**src/rtl/light_level_ctrl_if.sv**
```systemverilog
`default_nettype none
// ============================================================================
//  Module      : light_level_ctrl_if
//  Description : Button/lamp signal bundle for light_level_ctrl.
//                master : button source / lamp-driver side (drives i_button)
//                slave  : the controller (drives o_level, o_on, o_pwm)
//  Signals     : i_button [2:0]  [0]=up, [1]=down, [2]=off
//                o_level  [LEVEL_W-1:0] current brightness level
//                o_on     high when o_level != 0
//                o_pwm    registered PWM lamp drive
//  Revision    : 1.0  initial release
// ============================================================================
interface light_level_ctrl_if #(
    parameter int LEVEL_W = 3
);
    logic [2:0]         i_button;
    logic [LEVEL_W-1:0] o_level;
    logic               o_on;
    logic               o_pwm;

    modport master (output i_button, input o_level, input o_on, input o_pwm);
    modport slave  (input i_button, output o_level, output o_on, output o_pwm);
endinterface
`default_nettype wire

```
**src/rtl/light_level_ctrl.sv**
```systemverilog
`default_nettype none
// ============================================================================
//  Module      : light_level_ctrl
//  Description : Multi-level light controller. Rising edges on the up/down/off
//                buttons step a brightness level (priority up > down > off),
//                and the level drives a registered PWM output whose period is
//                (NUM_LEVELS-1)*PWM_STEP cycles.
//                Optional feature macro: LIGHT_AUTO_OFF_EN -- when defined, an
//                inactivity counter returns the light to level 0 after
//                AUTO_OFF_CYCLES cycles without a press.
//  Ports       : i_clk      system clock, rising edge
//                i_reset_n  asynchronous active-low reset
//                bus        light_level_ctrl_if.slave
//                           (i_button in, o_level/o_on/o_pwm out)
//  Revision    : 1.0  initial release
// ============================================================================
module light_level_ctrl #(
    parameter int NUM_LEVELS      = 5,
    parameter int LEVEL_W         = 3,
    parameter int PWM_STEP        = 4,
    parameter int AUTO_OFF_CYCLES = 1000000
) (
    input  wire logic              i_clk,
    input  wire logic              i_reset_n,
    light_level_ctrl_if.slave      bus
);

    // Compare width holds the full period value so level*PWM_STEP at the top
    // level (which equals the period) never overflows.
    localparam int                 c_period    = (NUM_LEVELS - 1) * PWM_STEP;
    localparam int                 c_cmp_w     = $clog2(c_period + 1);
    localparam logic [LEVEL_W-1:0] c_max_level = LEVEL_W'(NUM_LEVELS - 1);
    localparam logic [c_cmp_w-1:0] c_cnt_last  = c_cmp_w'(c_period - 1);
    localparam logic [c_cmp_w-1:0] c_step      = c_cmp_w'(PWM_STEP);

    logic [2:0]         r_btn_q;
    logic [2:0]         w_press;
    logic [LEVEL_W-1:0] r_level;
    logic [LEVEL_W-1:0] w_level_nxt;
    logic [c_cmp_w-1:0] r_pwm_cnt;
    logic [c_cmp_w-1:0] w_duty;
    logic               r_pwm;
    logic               w_expire;

    assign w_press = bus.i_button & ~r_btn_q;

`ifdef LIGHT_AUTO_OFF_EN
    localparam int                  c_ao_w    = $clog2(AUTO_OFF_CYCLES);
    localparam logic [c_ao_w-1:0]   c_ao_last = c_ao_w'(AUTO_OFF_CYCLES - 1);

    logic [c_ao_w-1:0] r_ao_cnt;

    // The counter is held at zero while the light is off, so reaching the
    // terminal value implies a non-zero level.
    assign w_expire = (r_ao_cnt == c_ao_last);

    always_ff @(posedge i_clk or negedge i_reset_n) begin
        if (!i_reset_n) begin
            r_ao_cnt <= '0;
        end else if ((|w_press) || (r_level == '0) || w_expire) begin
            r_ao_cnt <= '0;
        end else begin
            r_ao_cnt <= r_ao_cnt + 1'b1;
        end
    end
`else
    localparam int c_unused_auto_off = AUTO_OFF_CYCLES;
    assign w_expire = 1'b0;
`endif

    // Level state register and edge-detect register.
    always_ff @(posedge i_clk or negedge i_reset_n) begin
        if (!i_reset_n) begin
            r_level <= '0;
            r_btn_q <= 3'b000;
        end else begin
            r_level <= w_level_nxt;
            r_btn_q <= bus.i_button;
        end
    end

    // Next level: only the highest-priority press acts; the rest are dropped.
    // Any press takes precedence over the timeout.
    always_comb begin
        w_level_nxt = r_level;
        if (w_press[0]) begin
            if (r_level != c_max_level) begin
                w_level_nxt = r_level + 1'b1;
            end
        end else if (w_press[1]) begin
            if (r_level != '0) begin
                w_level_nxt = r_level - 1'b1;
            end
        end else if (w_press[2]) begin
            w_level_nxt = '0;
        end else if (w_expire) begin
            w_level_nxt = '0;
        end
    end

    // r_level <= NUM_LEVELS-1 <= c_period, so narrowing to c_cmp_w is lossless.
    assign w_duty = c_cmp_w'(r_level) * c_step;

    // Free-running PWM phase; a level change never restarts it.
    always_ff @(posedge i_clk or negedge i_reset_n) begin
        if (!i_reset_n) begin
            r_pwm_cnt <= '0;
            r_pwm     <= 1'b0;
        end else begin
            r_pwm_cnt <= (r_pwm_cnt == c_cnt_last) ? '0 : r_pwm_cnt + 1'b1;
            r_pwm     <= (r_pwm_cnt < w_duty);
        end
    end

    assign bus.o_level = r_level;
    assign bus.o_on    = |r_level;
    assign bus.o_pwm   = r_pwm;

endmodule
`default_nettype wire
```
**src/flat_wrapper.sv**
```systemverilog
// flat-port wrapper written by rule: the top's interface ports become plain ports
module light_level_ctrl_flat 
#(
    parameter int NUM_LEVELS      = 5,
    parameter int LEVEL_W         = 3,
    parameter int PWM_STEP        = 4,
    parameter int AUTO_OFF_CYCLES = 1000000
)
  (i_clk, i_reset_n, bus_i_button, bus_o_level, bus_o_on, bus_o_pwm);
  light_level_ctrl_if #(.LEVEL_W(LEVEL_W)) bus_i ();
  input  wire logic i_clk;
  input  wire logic i_reset_n;
  input wire logic [$bits(bus_i.i_button)-1:0] bus_i_button;
  output wire logic [$bits(bus_i.o_level)-1:0] bus_o_level;
  output wire logic [$bits(bus_i.o_on)-1:0] bus_o_on;
  output wire logic [$bits(bus_i.o_pwm)-1:0] bus_o_pwm;
  assign bus_i.i_button = bus_i_button;
  assign bus_o_level = bus_i.o_level;
  assign bus_o_on = bus_i.o_on;
  assign bus_o_pwm = bus_i.o_pwm;
  light_level_ctrl #(.NUM_LEVELS(NUM_LEVELS), .LEVEL_W(LEVEL_W), .PWM_STEP(PWM_STEP), .AUTO_OFF_CYCLES(AUTO_OFF_CYCLES)) u_core (.i_clk(i_clk), .i_reset_n(i_reset_n), .bus(bus_i));
endmodule
```
**config.mk**
```make
export PLATFORM = sky130hd
export DESIGN_NAME = light_level_ctrl_flat
export DESIGN_NICKNAME = d
export VERILOG_FILES = /design/src/rtl/light_level_ctrl_if.sv /design/src/rtl/light_level_ctrl.sv /design/src/flat_wrapper.sv
export SDC_FILE = /design/constraint.sdc
export NUM_CORES = 1
export LEC_CHECK = 0
export BUFFER_PORTS_ARGS = -buffer_cell sky130_fd_sc_hd__buf_2
export CAP_MARGIN = 0
export CORE_UTILIZATION = 53
export CTS_BUF_LIST = sky130_fd_sc_hd__clkbuf_16
export CTS_CLUSTER_DIAMETER = 100
export CTS_CLUSTER_SIZE = 24
export DETAILED_ROUTE_END_ITERATION = 8
export MAX_ROUTING_LAYER = met4
export PLACE_DENSITY = 0.75
export SYNTH_ARGS = -nofsm -noshare
export SYNTH_HDL_FRONTEND = slang
export SYNTH_SLANG_ARGS = --single-unit
```
**constraint.sdc**
```tcl
create_clock -name i_clk -period 2.05 [get_ports i_clk]
set_clock_uncertainty 0.1 [all_clocks]
set_input_delay 0.205 -clock i_clk [delete_from_list [all_inputs] [get_ports i_clk]]
set_output_delay 0.205 -clock i_clk [all_outputs]
set_load 0.02 [all_outputs]
```
## After elaboration in Yosys (flattened, before gate mapping)

Index checks and enable logic that the tools add are counted.

| operators by class | value |
|---|---|
| magnitude comparators | 1 |
| add/sub/neg operators | 3 |
| muxes and demuxes | 6 |
| reductions and logical operators | 4 |
| equality and inequality tests | 4 |
| bitwise operators | 2 |

Operators with widths:

| operator | count |
|---|---|
| $mux W3 | 5 |
| $ne A3 B3 Y1 const B | 2 |
| $reduce_bool A3 Y1 | 2 |
| $add A5 B1 Y5 const B | 1 |
| $eq A5 B4 Y1 const B | 1 |
| $lt A5 B5 Y1 | 1 |
| $mux W5 | 1 |
| $add A3 B1 Y3 const B | 1 |
| $and A3 B3 Y3 | 1 |
| $not A3 Y3 | 1 |
| $reduce_and A3 Y1 | 1 |
| $reduce_or A3 Y1 | 1 |
| $sub A3 B1 Y3 const B | 1 |
| $ne A2 B2 Y1 const B | 1 |

| storage, ports and cells | value |
|---|---|
| register bits after elaboration | 12 |
| word-level logic and storage cells | 24 |
| input bits | 5 |

## Logic depth before layout (Yosys ltp)

Gate-level depths: netlist (run 1).

| logic depth | value |
|---|---|
| depth after elaboration | 5 |
| mapped depth | 6 |

## Worst setup path after synthesis (run 1)

Ideal clock, no wire load.

| timing path | value |
|---|---|
| path kind | reg2reg |
| start | reg u_core.r_level[0], in the netlist u_core.bus.o_level[0] |
| end | reg u_core.r_level[1], in the netlist u_core.bus.o_level[1] |
| setup slack | 283 ps |
| arrival time | 1,539 ps |
| required time | 1,823 ps |
| clock period less this slack | 1,767 ps |
| cell stages (with the launch flop) | 7 |
| setup time | 127 ps |
| cell sequence | dfrtp_1 > inv_2 > ha_1 > nand2b_2 > nor3_2 > a311oi_2 > o32a_2 |

| on the way | value |
|---|---|
| cells in the longest elaborated chain, start to end | 4 |
| elaborated cells on any way between the ends | 11 |
| those cells by class | 2 x add/sub; 3 x eq/ne; 4 x mux; 2 x reduce/logical |

RTL lines:

| item | line | text |
|---|---|---|
| start, declared | light_level_ctrl.sv:38 | `logic [LEVEL_W-1:0] r_level;` |
| start signal, assigned | light_level_ctrl.sv:77 | `r_level <= w_level_nxt;` |
| $sub A3 B1 Y3 | light_level_ctrl.sv:92 | `w_level_nxt = r_level - 1'b1;` |
| $mux W3 | light_level_ctrl.sv:91 | `if (r_level != '0) begin` |
| $mux W3 | light_level_ctrl.sv:90 | `end else if (w_press[1]) begin` |
| $mux W3 | light_level_ctrl.sv:86 | `if (w_press[0]) begin` |

Several ways; a longest one is shown, not always the timed one. The select of a mux whose other input is x is not followed.
A chain may end at the register's enable or synchronous reset.

## Final worst setup path (run 1)

Ends and elaborated chain as after synthesis.

==> results of run 1 <==
-- final cells by class --
type,instances,area (µm²),share of cell area [%]
multi-input combinational,45,369,43.8
tap,14,17.5,2.08
sequential,12,300,35.7
clock buffer,3,75.1,8.92
timing repair buffer,11,65.1,7.73
inverter,4,15.0,1.78
-- sequential cells by signal, indices dropped and copies added, names as in the netlist --
name                flops
u_core.r_pwm_cnt        5
u_core.bus.o_level      3
u_core.r_btn_q          3
u_core.bus.o_pwm        1
-- cell usage in the layout (no fill, tap or decap) --
cell,instances
sky130_fd_sc_hd__a221oi_2,1
sky130_fd_sc_hd__and2_1,1
sky130_fd_sc_hd__dlygate4sd3_1,2
sky130_fd_sc_hd__a211oi_1,2
sky130_fd_sc_hd__o22ai_1,1
sky130_fd_sc_hd__nand2b_2,1
sky130_fd_sc_hd__ha_1,6
sky130_fd_sc_hd__inv_2,1
sky130_fd_sc_hd__o21a_1,2
sky130_fd_sc_hd__dfrtp_1,12
sky130_fd_sc_hd__o21ai_0,2
sky130_fd_sc_hd__nand2b_4,1
sky130_fd_sc_hd__nor3_2,1
sky130_fd_sc_hd__nor2_1,2
sky130_fd_sc_hd__o32a_2,1
sky130_fd_sc_hd__o211ai_1,1
sky130_fd_sc_hd__nand4b_1,1
sky130_fd_sc_hd__a21oi_1,5
sky130_fd_sc_hd__nand3_1,2
sky130_fd_sc_hd__o31ai_1,1
sky130_fd_sc_hd__o2bb2a_4,1
sky130_fd_sc_hd__nor2b_1,2
sky130_fd_sc_hd__and3_4,1
sky130_fd_sc_hd__o21ai_1,2
sky130_fd_sc_hd__inv_1,3
sky130_fd_sc_hd__nand2b_1,3
sky130_fd_sc_hd__buf_2,9
sky130_fd_sc_hd__a311oi_2,1
sky130_fd_sc_hd__clkbuf_16,3
sky130_fd_sc_hd__a31oi_1,2
sky130_fd_sc_hd__xor2_1,1
sky130_fd_sc_hd__nand3b_1,1
-- per-layer routing --
metal / wire, µm / share of wire, % / global-route usage [%]
met2: 590 / 47 / 32.2
met5: 0 / 0 / -
met3: 46 / 3.6 / 8.72
met1: 625 / 49 / 28.0
met4: 0 / 0 / 2.59
-- final timing paths --
path | to | slack (ns) | cells after the start
max in group asynchronous | u_core.r_btn_q[1] | 1.35 | 2
hold / removal | u_core.r_btn_q[0] | 0.02 | 1
hold reg to reg | u_core.r_pwm_cnt[0] | 0.39 | 1
setup reg to reg | u_core.bus.o_level[1] | 0.29 | 6
min in group asynchronous | u_core.bus.o_level[1] | 0.28 | 2
setup / recovery | u_core.bus.o_level[1] | 0.29 | 6
-- power by group through the flow --
stage               combinational, W  sequential [W]  clock [W]
finish                      0.000350        0.000340   0.000342
global placement            0.000338        0.000338          0
CTS                         0.000352        0.000338   0.000347
detailed placement          0.000341        0.000341          0
global route                0.000382        0.000348   0.000360
floorplan                   0.000238        0.000358          0
-- worst register-to-register path: stages (launching register included) --
cell	delay [ns]
sky130_fd_sc_hd__dfrtp_1	0.47
sky130_fd_sc_hd__inv_2	0.12
sky130_fd_sc_hd__ha_1	0.33
sky130_fd_sc_hd__nand2b_2	0.10
sky130_fd_sc_hd__nor3_2	0.24
sky130_fd_sc_hd__a311oi_2	0.06
sky130_fd_sc_hd__o32a_2	0.22
-- cell families (layout without fill, tap and decap cells) --
logic type,Yosys count,in the layout,share of synthesized area [%]
buf+inv,6,18,4.46
flops,12,12,42.9
fa+ha+maj,6,6,10.7
compound gates,22,22,24.3
simple gates,16,16,16.4
xor+xnor,1,1,1.25
-- stage by stage --
stage / setup WS (ns) / hold slack [ns] / total power, W
2_1_floorplan: 0.283 / -0.191 / 0.000595
3_3_place_gp: 0.363 / -0.00573 / 0.000676
3_5_place_dp: 0.306 / 0.00170 / 0.000682
4_1_cts: 0.304 / 0.0179 / 0.00104
5_1_grt: 0.178 / 0.0291 / 0.00109
6_report: 0.286 / 0.0190 / 0.00103
==> summary.txt, run 1 <==
FINAL LAYOUT
--------------------------------------------------------------------------------
Fraction of final layout cells with drive strength greater than 1 .        28.0%
Non-filler cells in the finished layout ...........................           89
Number of fillers in the final layout .............................           75
Layout Area Growth over Synthesis .................................        20.2%
Cell area after layout ............................................      842 µm²
Final #Nets .......................................................           88
Ant. Diodes .......................................................            0
Final Util ........................................................        71.9%

STA
--------------------------------------------------------------------------------
Final hold viol count .............................................            0
Minimum period implied by the final worst setup slack .............      1.76 ns
Total of endpoints with negative setup slack in the final report ..            0
Slew at the pin closest to its max-slew limit .....................     0.536 ns
Setup repair after global routing missed its margin ...............           no
Pins over their slew limit ........................................            0
Relative slew margins .............................................        64.2%
Share of the cycle needed by the critical path after routing ......        86.1%
Upper clock frequency limit .......................................      567 MHz
Summed negative setup slack over all endpoints ....................         0 ns

SYNTH
--------------------------------------------------------------------------------
Dominant cell type by area after synthesis ........................ sky130_fd_sc_hd__dfrtp_1
Most used standard cells in the synthesized netlist ............... sky130_fd_sc_hd__dfrtp_1, sky130_fd_sc_hd__ha_1, sky130_fd_sc_hd__a21oi_1
Number of warnings reported in the yosys synthesis log ............            0
Net count after synthesis .........................................           74
Most instantiated flip-flop cell in the synthesis netlist ......... sky130_fd_sc_hd__dfrtp_1
Area share of the largest cell type after synthesis ...............        42.9%
Mean instance size in the synthesized netlist .....................     11.1 µm²
Top cells by area in the synthesized netlist ...................... sky130_fd_sc_hd__dfrtp_1, sky130_fd_sc_hd__ha_1, sky130_fd_sc_hd__a21oi_1
Cell area after technology mapping ................................      701 µm²
Fraction of registers with async set or reset after synthesis .....         100%
Synth cell types ..................................................           31
Number of flops mapped to enable cells by yosys ...................            0
Number of flip-flops and latches in the synthesized netlist .......           12
Gate Count Post-Synth .............................................           63
Top-count cell post-synth ......................................... sky130_fd_sc_hd__dfrtp_1
Portion of the post-synthesis area used by sequential elements ....        42.9%

DIE
--------------------------------------------------------------------------------
Die height ........................................................      38.4 µm
Die area ..........................................................  0.00147 mm²
Placeable Area ....................................................  0.00117 mm²
IO Pins ...........................................................           10
Width of the die ..................................................      38.4 µm
Number of rows created at floorplan ...............................           12
Initial cell density of the core ..................................        59.8%

DRT
--------------------------------------------------------------------------------
Routed length per placed instance .................................      14.2 µm
Remaining routing DRC violations ..................................            0
Total via count after detailed routing ............................          509
Via density .......................................................         5.72
Router iterations before antenna repair ...........................            4
Routed wire length ................................................      1.26 mm
Antenna-violating nets left .......................................            0
Violation count after the first detailed-routing iteration ........           15

CLOCK TREE
--------------------------------------------------------------------------------
Number of sinks handled by clock tree synthesis ...................           12
Number of setup buffers added after CTS ...........................            0
Number of CTS-inserted buffers ....................................            3
CTS Root Cell ..................................................... sky130_fd_sc_hd__clkbuf_16
Reg clk slew, reported paths ......................................      0.04 ns
CTS resizes .......................................................            0
Clock tree from TritonCTS .........................................         done
Max Root-Sink Buffers .............................................            2
Worst skew pair latency ...........................................      0.23 ns
Hold buffer count at cts ..........................................            2
H-tree level count ................................................            1

GLOBAL ROUTING
--------------------------------------------------------------------------------
Via count of the first global-routing pass ........................          444
Overall track demand over capacity in global routing ..............        21.3%
Global-route wire length before repair ............................      1.99 mm
Initial antenna violation count ...................................            0
Largest net degree at the start of global routing .................           13
Congestion Overflow GR ............................................            0

CRITICAL PATH
--------------------------------------------------------------------------------
Maximum cell stage delay along the critical path ..................      0.47 ns
Worst Path Class, Setup ...........................................      reg2reg
Endpoint required time on the critical path .......................      2.06 ns
Worst setup path startpoint ....................................... u_core.bus.o_level[0]
Worst Setup End Kind ..............................................     register
Launch point of the worst reg-to-reg path ......................... u_core.bus.o_level[0]
Crit path cell chain .............................................. inv_2 > ha_1 > nand2b_2 > nor3_2 > a311oi_2 > o32a_2
Arrival time of data at the critical path endpoint ................      1.78 ns
Worst Path Max Fanout .............................................            9
Worst Setup Start Kind ............................................     register
Worst path top cell family by delay ...............................   flip-flops
Count of buffer and inverter cells on the critical path ...........            1
Slowest-stage cell, CP ............................................ sky130_fd_sc_hd__dfrtp_1

MIN PATH
--------------------------------------------------------------------------------
Classification of the worst-slack hold path .......................       in2reg
Hold Path Origin .................................................. bus_i_button[0]

POWER
--------------------------------------------------------------------------------
Switching portion of total power ..................................        34.3%
Proportion of power drawn by combinational gates ..................        34.0%
Sequential fraction of design power ...............................        32.9%
Clock network power share .........................................        33.1%
Worst supply voltage drop on vdd ..................................       908 µV
Leak ..............................................................     0.376 nW
Power density over the cells ......................................  1230 mW/mm²
Net Sw Power ......................................................   0.000354 W
Cell-internal power ...............................................   0.000679 W

PLACED DESIGN
--------------------------------------------------------------------------------
Final weighted congestion in routability-driven placement .........        0.860
Instance area at placement ........................................      747 µm²
Placed Instances ..................................................           84
Half-perimeter wire length of the detailed placement result .......       839 µm
Count of buffers from port buffering ..............................            9

JOB
--------------------------------------------------------------------------------
Max capacitance violation total ...................................            0

STATUS
--------------------------------------------------------------------------------
Status ............................................................ finished, final reports clean

Power figures use the tool's default switching activity.
==> run 2, diff against run 1 <==
Settings changed: ABC_AREA from default to 0, CORE_UTILIZATION 53 to 40, PLACE_DENSITY 0.75 to default.
==> run 2 against run 1 <==
  * Clock-buffer cell count unchanged
  * Via count down 4.7%
  * Sequential power about the same
  * Final cell count up 2.2%
  * Combinational power down 1%
  * Global-route usage down 6.4 points
  * Design area up 0.30%
  * Flip-flop and latch count unchanged
  * First-iteration DRC count down 60%
  * Critical endpoint unchanged
  * Largest cell class unchanged
==> summary.txt, run 2 (synthesis gave the netlist of run 1 again) <==
DRT
----------------------------------------------------------------------------------
Total via count after detailed routing ..............................          485
Routed wire length ..................................................      1.13 mm
Antenna-violating nets left .........................................            0
Violation count after the first detailed-routing iteration ..........            6
Via density .........................................................         5.33
Router iterations before antenna repair .............................            5
Remaining routing DRC violations ....................................            0
Routed length per placed instance ...................................      12.4 µm

FINAL LAYOUT
----------------------------------------------------------------------------------
Register with the most flip-flops ................................... u_core.r_pwm_cnt
Ant. Diodes .........................................................            0
Fraction of final layout cells with drive strength greater than 1 ...        28.0%
Commonest non-fill, non-tap cell in the layout ...................... sky130_fd_sc_hd__dfrtp_1
Commonest cells after routing, fill and taps aside .................. sky130_fd_sc_hd__dfrtp_1, sky130_fd_sc_hd__buf_2, sky130_fd_sc_hd__ha_1, sky130_fd_sc_hd__a21oi_1
Layout Area Growth over Synthesis ...................................        20.5%
Flip-flop count of the largest register, all copies and words added .            5
Final #Nets .........................................................           88

JOB
----------------------------------------------------------------------------------
Max capacitance violation total .....................................            0

CLOCK TREE
----------------------------------------------------------------------------------
CTS resizes .........................................................            0
Reg clk slew, reported paths ........................................      0.04 ns
Clock tree from TritonCTS ...........................................         done
Number of CTS-inserted buffers ......................................            3
CTS Root Cell ....................................................... sky130_fd_sc_hd__clkbuf_16
Number of sinks handled by clock tree synthesis .....................           12
Hold buffer count at cts ............................................            2
Max Root-Sink Buffers ...............................................            2
Worst skew pair latency .............................................      0.23 ns
H-tree level count ..................................................            1
Number of setup buffers added after CTS .............................            0

GLOBAL ROUTING
----------------------------------------------------------------------------------
Largest net degree at the start of global routing ...................           13
Global-route wire length before repair ..............................      1.93 mm
Overall track demand over capacity in global routing ................        14.9%
Congestion Overflow GR ..............................................            0
Initial antenna violation count .....................................            0
Via count of the first global-routing pass ..........................          435

DIE
----------------------------------------------------------------------------------
Number of rows created at floorplan .................................           14
IO Pins .............................................................           10
Width of the die ....................................................      43.9 µm
Initial cell density of the core ....................................        44.4%
Die area ............................................................  0.00192 mm²
Placeable Area ......................................................  0.00158 mm²
Die height ..........................................................      43.9 µm

PLACED DESIGN
----------------------------------------------------------------------------------
Final weighted congestion in routability-driven placement ...........        0.800
Count of buffers from port buffering ................................            9
Half-perimeter wire length of the detailed placement result .........       819 µm

MIN PATH
----------------------------------------------------------------------------------
Classification of the worst-slack hold path .........................       in2reg
Hold depth ..........................................................            1

STA
----------------------------------------------------------------------------------
Total of endpoints with negative setup slack in the final report ....            0
Slew at the pin closest to its max-slew limit .......................     0.549 ns
Upper clock frequency limit .........................................      577 MHz
Pins over their slew limit ..........................................            0
Setup repair after global routing missed its margin .................           no
Summed negative setup slack over all endpoints ......................         0 ns
Final hold viol count ...............................................            0
Minimum period implied by the final worst setup slack ...............      1.73 ns
Relative slew margins ...............................................        63.3%
Share of the cycle needed by the critical path after routing ........        84.6%

POWER
----------------------------------------------------------------------------------
Power density over the cells ........................................  1210 mW/mm²
Leak ................................................................     0.376 nW
Worst supply voltage drop on vdd ....................................       959 µV
Power after layout ..................................................    0.00102 W

CRITICAL PATH
----------------------------------------------------------------------------------
Worst Setup Start Kind ..............................................     register
Worst Path Class, Setup .............................................      reg2reg
Arrival time of data at the critical path endpoint ..................      1.75 ns
Endpoint required time on the critical path .........................      2.07 ns
Count of cells along the worst register-to-register path ............            6
Worst Setup End Kind ................................................     register
Worst Path Max Fanout ...............................................            9

STATUS
----------------------------------------------------------------------------------
Status .............................................................. finished, final reports clean

run 2: path summary, 6_finish.rpt:
kind	from	end	slack, ns
max	u_core.bus.o_level[0]	u_core.bus.o_level[1]	0.32
min	bus_i_button[0]	u_core.r_btn_q[0]	0.02
max reg2reg	u_core.bus.o_level[0]	u_core.bus.o_level[1]	0.32
min reg2reg	u_core.r_pwm_cnt[0]	u_core.r_pwm_cnt[0]	0.38
max in group asynchronous	i_reset_n	u_core.r_btn_q[0]	1.36
min in group asynchronous	i_reset_n	u_core.bus.o_level[1]	0.28
run 2: through the flow:
step	area, µm²	setup WS, ns	std cells	utilization, %	hold slack (ns)
2_1_floorplan	701	0.283	63	-	-0.191
3_5_place_dp	749	0.325	86	47.5	0.00123
6_report	845	0.316	91	53.6	0.0160
5_1_grt	845	0.204	91	53.6	0.0171
3_3_place_gp	749	0.362	86	47.5	0.000392
4_1_cts	845	0.322	91	53.6	0.0145
run 2: routing by layer:
| metal | share of wire (%) | global-route usage [%] |
|---|---|---|
| met4 | 0.80 | 5.45 |
| met1 | 53 | 19.6 |
| met3 | 4.4 | 7.50 |
| met2 | 42 | 19.4 |
| met5 | 0 | - |
run 2: power by group:
part	switching, W	internal, W
Sequential	0.0000639	0.000275
Combinational	0.000195	0.000150
Clock	0.0000863	0.000253
Total	0.000345	0.000678
run 2: area by class of cell:
class,instances,area (µm²)
clock buffer,3,75.1
fill,141,732
inverter,4,15.0
multi-input combinational,45,369
sequential,12,300
tap,16,20.0
timing repair buffer,11,65.1
run 2: critical path, cell delays in order (launching register included):
cell,delay (ns)
sky130_fd_sc_hd__dfrtp_1,0.47
sky130_fd_sc_hd__inv_2,0.11
sky130_fd_sc_hd__ha_1,0.33
sky130_fd_sc_hd__nand2b_2,0.11
sky130_fd_sc_hd__nor3_2,0.23
sky130_fd_sc_hd__a311oi_2,0.05
sky130_fd_sc_hd__o32a_2,0.21
==> run 3, diff against run 2 <==
Settings changed: ABC_AREA 0 to 1.
Clock period 2.05 ns to 1.6 ns, I/O delays scaled along.
==> run 3 against run 2 <==
  * Global-route usage up 2.0 points
  * Non-clock buffer count up 2
  * Core utilization up 1.7 points
==> summary.txt, run 3 <==
STATUS
----------------------------------------------------------------------------------
Status .............................................................. finished, final reports clean

GLOBAL ROUTING
----------------------------------------------------------------------------------
Initial antenna violation count .....................................            0
Congestion Overflow GR ..............................................            0
Global-route wire length before repair ..............................      2.13 mm
Largest net degree at the start of global routing ...................           13
Overall track demand over capacity in global routing ................        16.8%
Via count of the first global-routing pass ..........................          484

FINAL LAYOUT
----------------------------------------------------------------------------------
Final #Nets .........................................................          102
Layout Area Growth over Synthesis ...................................        28.4%
Number of fillers in the final layout ...............................          139
Ant. Diodes .........................................................            0
Flip-flop count of the largest register, all copies and words added .            5
Commonest non-fill, non-tap cell in the layout ...................... sky130_fd_sc_hd__nand2_1
Fraction of final layout cells with drive strength greater than 1 ...        23.3%
Non-filler cells in the finished layout .............................          106
Commonest cells after routing, fill and taps aside .................. sky130_fd_sc_hd__nand2_1, sky130_fd_sc_hd__dfrtp_1, sky130_fd_sc_hd__inv_1, sky130_fd_sc_hd__buf_2, sky130_fd_sc_hd__ha_1
Register with the most flip-flops ................................... u_core.r_pwm_cnt

DIE
----------------------------------------------------------------------------------
Placeable Area ......................................................  0.00151 mm²
Initial cell density of the core ....................................        43.0%
Die area ............................................................  0.00179 mm²
Width of the die ....................................................      42.3 µm
Die height ..........................................................      42.3 µm
IO Pins .............................................................           10
Number of rows created at floorplan .................................           14

SYNTH
----------------------------------------------------------------------------------
Number of warnings reported in the yosys synthesis log ..............            0
Area share of the largest cell type after synthesis .................        46.3%
Number of flops mapped to enable cells by yosys .....................            0
Portion of the post-synthesis area used by sequential elements ......        46.3%
Mean instance size in the synthesized netlist .......................     8.88 µm²
Fraction of registers with async set or reset after synthesis .......         100%
Top-count cell post-synth ........................................... sky130_fd_sc_hd__nand2_1
Cell area after technology mapping ..................................      648 µm²
Most used standard cells in the synthesized netlist ................. sky130_fd_sc_hd__nand2_1, sky130_fd_sc_hd__dfrtp_1, sky130_fd_sc_hd__inv_1
Dominant cell type by area after synthesis .......................... sky130_fd_sc_hd__dfrtp_1
Most instantiated flip-flop cell in the synthesis netlist ........... sky130_fd_sc_hd__dfrtp_1
Top cells by area in the synthesized netlist ........................ sky130_fd_sc_hd__dfrtp_1, sky130_fd_sc_hd__ha_1, sky130_fd_sc_hd__nand2_1
Net count after synthesis ...........................................           84
Gate Count Post-Synth ...............................................           73
Synth cell types ....................................................           19
Number of flip-flops and latches in the synthesized netlist .........           12

CLOCK TREE
----------------------------------------------------------------------------------
H-tree level count ..................................................            1
Number of CTS-inserted buffers ......................................            3
CTS resizes .........................................................            0
Number of sinks handled by clock tree synthesis .....................           12
Max Root-Sink Buffers ...............................................            2
Reg clk slew, reported paths ........................................      0.04 ns
Clock tree from TritonCTS ...........................................         done
Worst skew pair latency .............................................      0.24 ns
CTS Root Cell ....................................................... sky130_fd_sc_hd__clkbuf_16

STA
----------------------------------------------------------------------------------
Summed negative setup slack over all endpoints ......................         0 ns
Relative slew margins ...............................................        82.2%
Minimum period implied by the final worst setup slack ...............      1.49 ns
Final hold viol count ...............................................            0
Total of endpoints with negative setup slack in the final report ....            0
Upper clock frequency limit .........................................      669 MHz
Slew at the pin closest to its max-slew limit .......................     0.267 ns
Share of the cycle needed by the critical path after routing ........        93.4%
Setup repair after global routing missed its margin .................           no
Pins over their slew limit ..........................................            0

POWER
----------------------------------------------------------------------------------
Switching portion of total power ....................................        32.9%
Power density over the cells ........................................  1490 mW/mm²
Clock network power share ...........................................        37.0%
Proportion of power drawn by combinational gates ....................        31.9%
Sequential fraction of design power .................................        31.1%
Worst supply voltage drop on vdd ....................................       956 µV
Leak ................................................................     0.468 nW
Cell-internal power .................................................   0.000830 W
Net Sw Power ........................................................   0.000407 W

DRT
----------------------------------------------------------------------------------
Violation count after the first detailed-routing iteration ..........            5
Antenna-violating nets left .........................................            0
Total via count after detailed routing ..............................          470
Remaining routing DRC violations ....................................            0
Via density .........................................................         4.43
Routed wire length ..................................................      1.06 mm
Router iterations before antenna repair .............................            2
Routed length per placed instance ...................................      9.97 µm

CRITICAL PATH
----------------------------------------------------------------------------------
Worst Path Class, Setup .............................................      reg2out
Worst Path Max Fanout ...............................................            5
Arrival time of data at the critical path endpoint ..................      1.23 ns
Launch point of the worst reg-to-reg path ........................... u_core.bus.o_level[0]
Worst flop-to-flop path endpoint .................................... u_core.bus.o_level[1]
Worst Setup End Kind ................................................   output pin
Worst setup slack for register-to-register paths ....................      0.20 ns
Worst Setup Start Kind ..............................................     register
Endpoint required time on the critical path .........................      1.34 ns
Count of cells along the worst register-to-register path ............            7

PLACED DESIGN
----------------------------------------------------------------------------------
Count of buffers from port buffering ................................            9
Half-perimeter wire length of the detailed placement result .........       763 µm
Placed Instances ....................................................           98
Final weighted congestion in routability-driven placement ...........        0.730

MIN PATH
----------------------------------------------------------------------------------
Classification of the worst-slack hold path .........................     in2async

JOB
----------------------------------------------------------------------------------
Max capacitance violation total .....................................            0

run 3: how the worst max path moves through the flow:
stage / startpoint / end / slack [ns] / depth (start not counted)
global placement: u_core.bus.o_level[0] / u_core.bus.o_level[1] / 0.19 / 7
finish: u_core.bus.o_level[0] / bus_o_on / 0.11 / 4
global route: u_core.bus.o_level[0] / bus_o_on / 0.04 / 4
floorplan: u_core.bus.o_level[0] / u_core.bus.o_level[2] / 0.17 / 8
CTS: u_core.bus.o_level[0] / bus_o_on / 0.09 / 4
detailed placement: u_core.bus.o_level[0] / u_core.bus.o_level[1] / 0.19 / 7
run 3: power groups by stage:
stage               clock (W)  sequential [W]  combinational (W)
floorplan                   0        0.000435           0.000245
global placement            0        0.000388           0.000394
detailed placement          0        0.000390           0.000393
CTS                  0.000469        0.000385           0.000403
global route         0.000489        0.000394           0.000450
finish               0.000458        0.000384           0.000395
run 3: layout make-up:
class,instances,area (µm²),share of cell area [%]
Clock buffer,3,75.1,9.02
Timing Repair Buffer,13,85.1,10.2
Multi-Input combinational cell,49,303,36.4
Clock inverter,1,3.75,0.451
Sequential cell,12,300,36.1
Inverter,12,45.0,5.41
Tap cell,16,20.0,2.41
run 3: cells by family after synthesis:
| kind of cell | after synthesis | share of synthesized area (%) |
|---|---|---|
| AND/OR/NAND/NOR | 35 | 26.8 |
| buffers and inverters | 12 | 6.95 |
| flip-flops | 12 | 46.3 |
| adder cells (fa/ha/maj) | 6 | 11.6 |
| AO/OA/AOI/OAI | 5 | 4.25 |
| XOR/XNOR | 3 | 4.05 |
run 3: per-layer routing:
metal | global-route usage, % | wire length [µm] | up-vias
met5 | - | 0 | -
met4 | 13.1 | 38 | 0
met3 | 3.88 | 44 | 5
met2 | 21.5 | 408 | 10
met1 | 22.5 | 565 | 194
li1 | - | - | 261
run 3: through the flow:
stage / area, µm² / utilization, % / worst slack, ns / power, W / hold slack [ns]
after detailed placement: 713 / 47.3 / 0.189 / 0.000782 / -0.0448
final: 832 / 55.2 / 0.106 / 0.00124 / 0.227
after CTS: 832 / 55.2 / 0.0864 / 0.00126 / 0.245
after floorplan: 648 / - / 0.166 / 0.000680 / -0.236
after global routing: 832 / 55.2 / 0.0359 / 0.00133 / 0.272
after global placement: 713 / 47.3 / 0.193 / 0.000782 / -0.0444
run 3: worst max-delay path: stages, from the launching register on:
cell and delay [ns]:
sky130_fd_sc_hd__dfrtp_1 0.40, sky130_fd_sc_hd__inv_1 0.10, sky130_fd_sc_hd__ha_1 0.25, sky130_fd_sc_hd__nand2_4 0.09
sky130_fd_sc_hd__buf_2 0.16
run 3: repair_timing:
item	4_1_cts	5_1_grt
endpoints found under the setup margin	0	0
hold buffers	4	0
buffers inserted	0	0
hold endpoints to repair	15	0
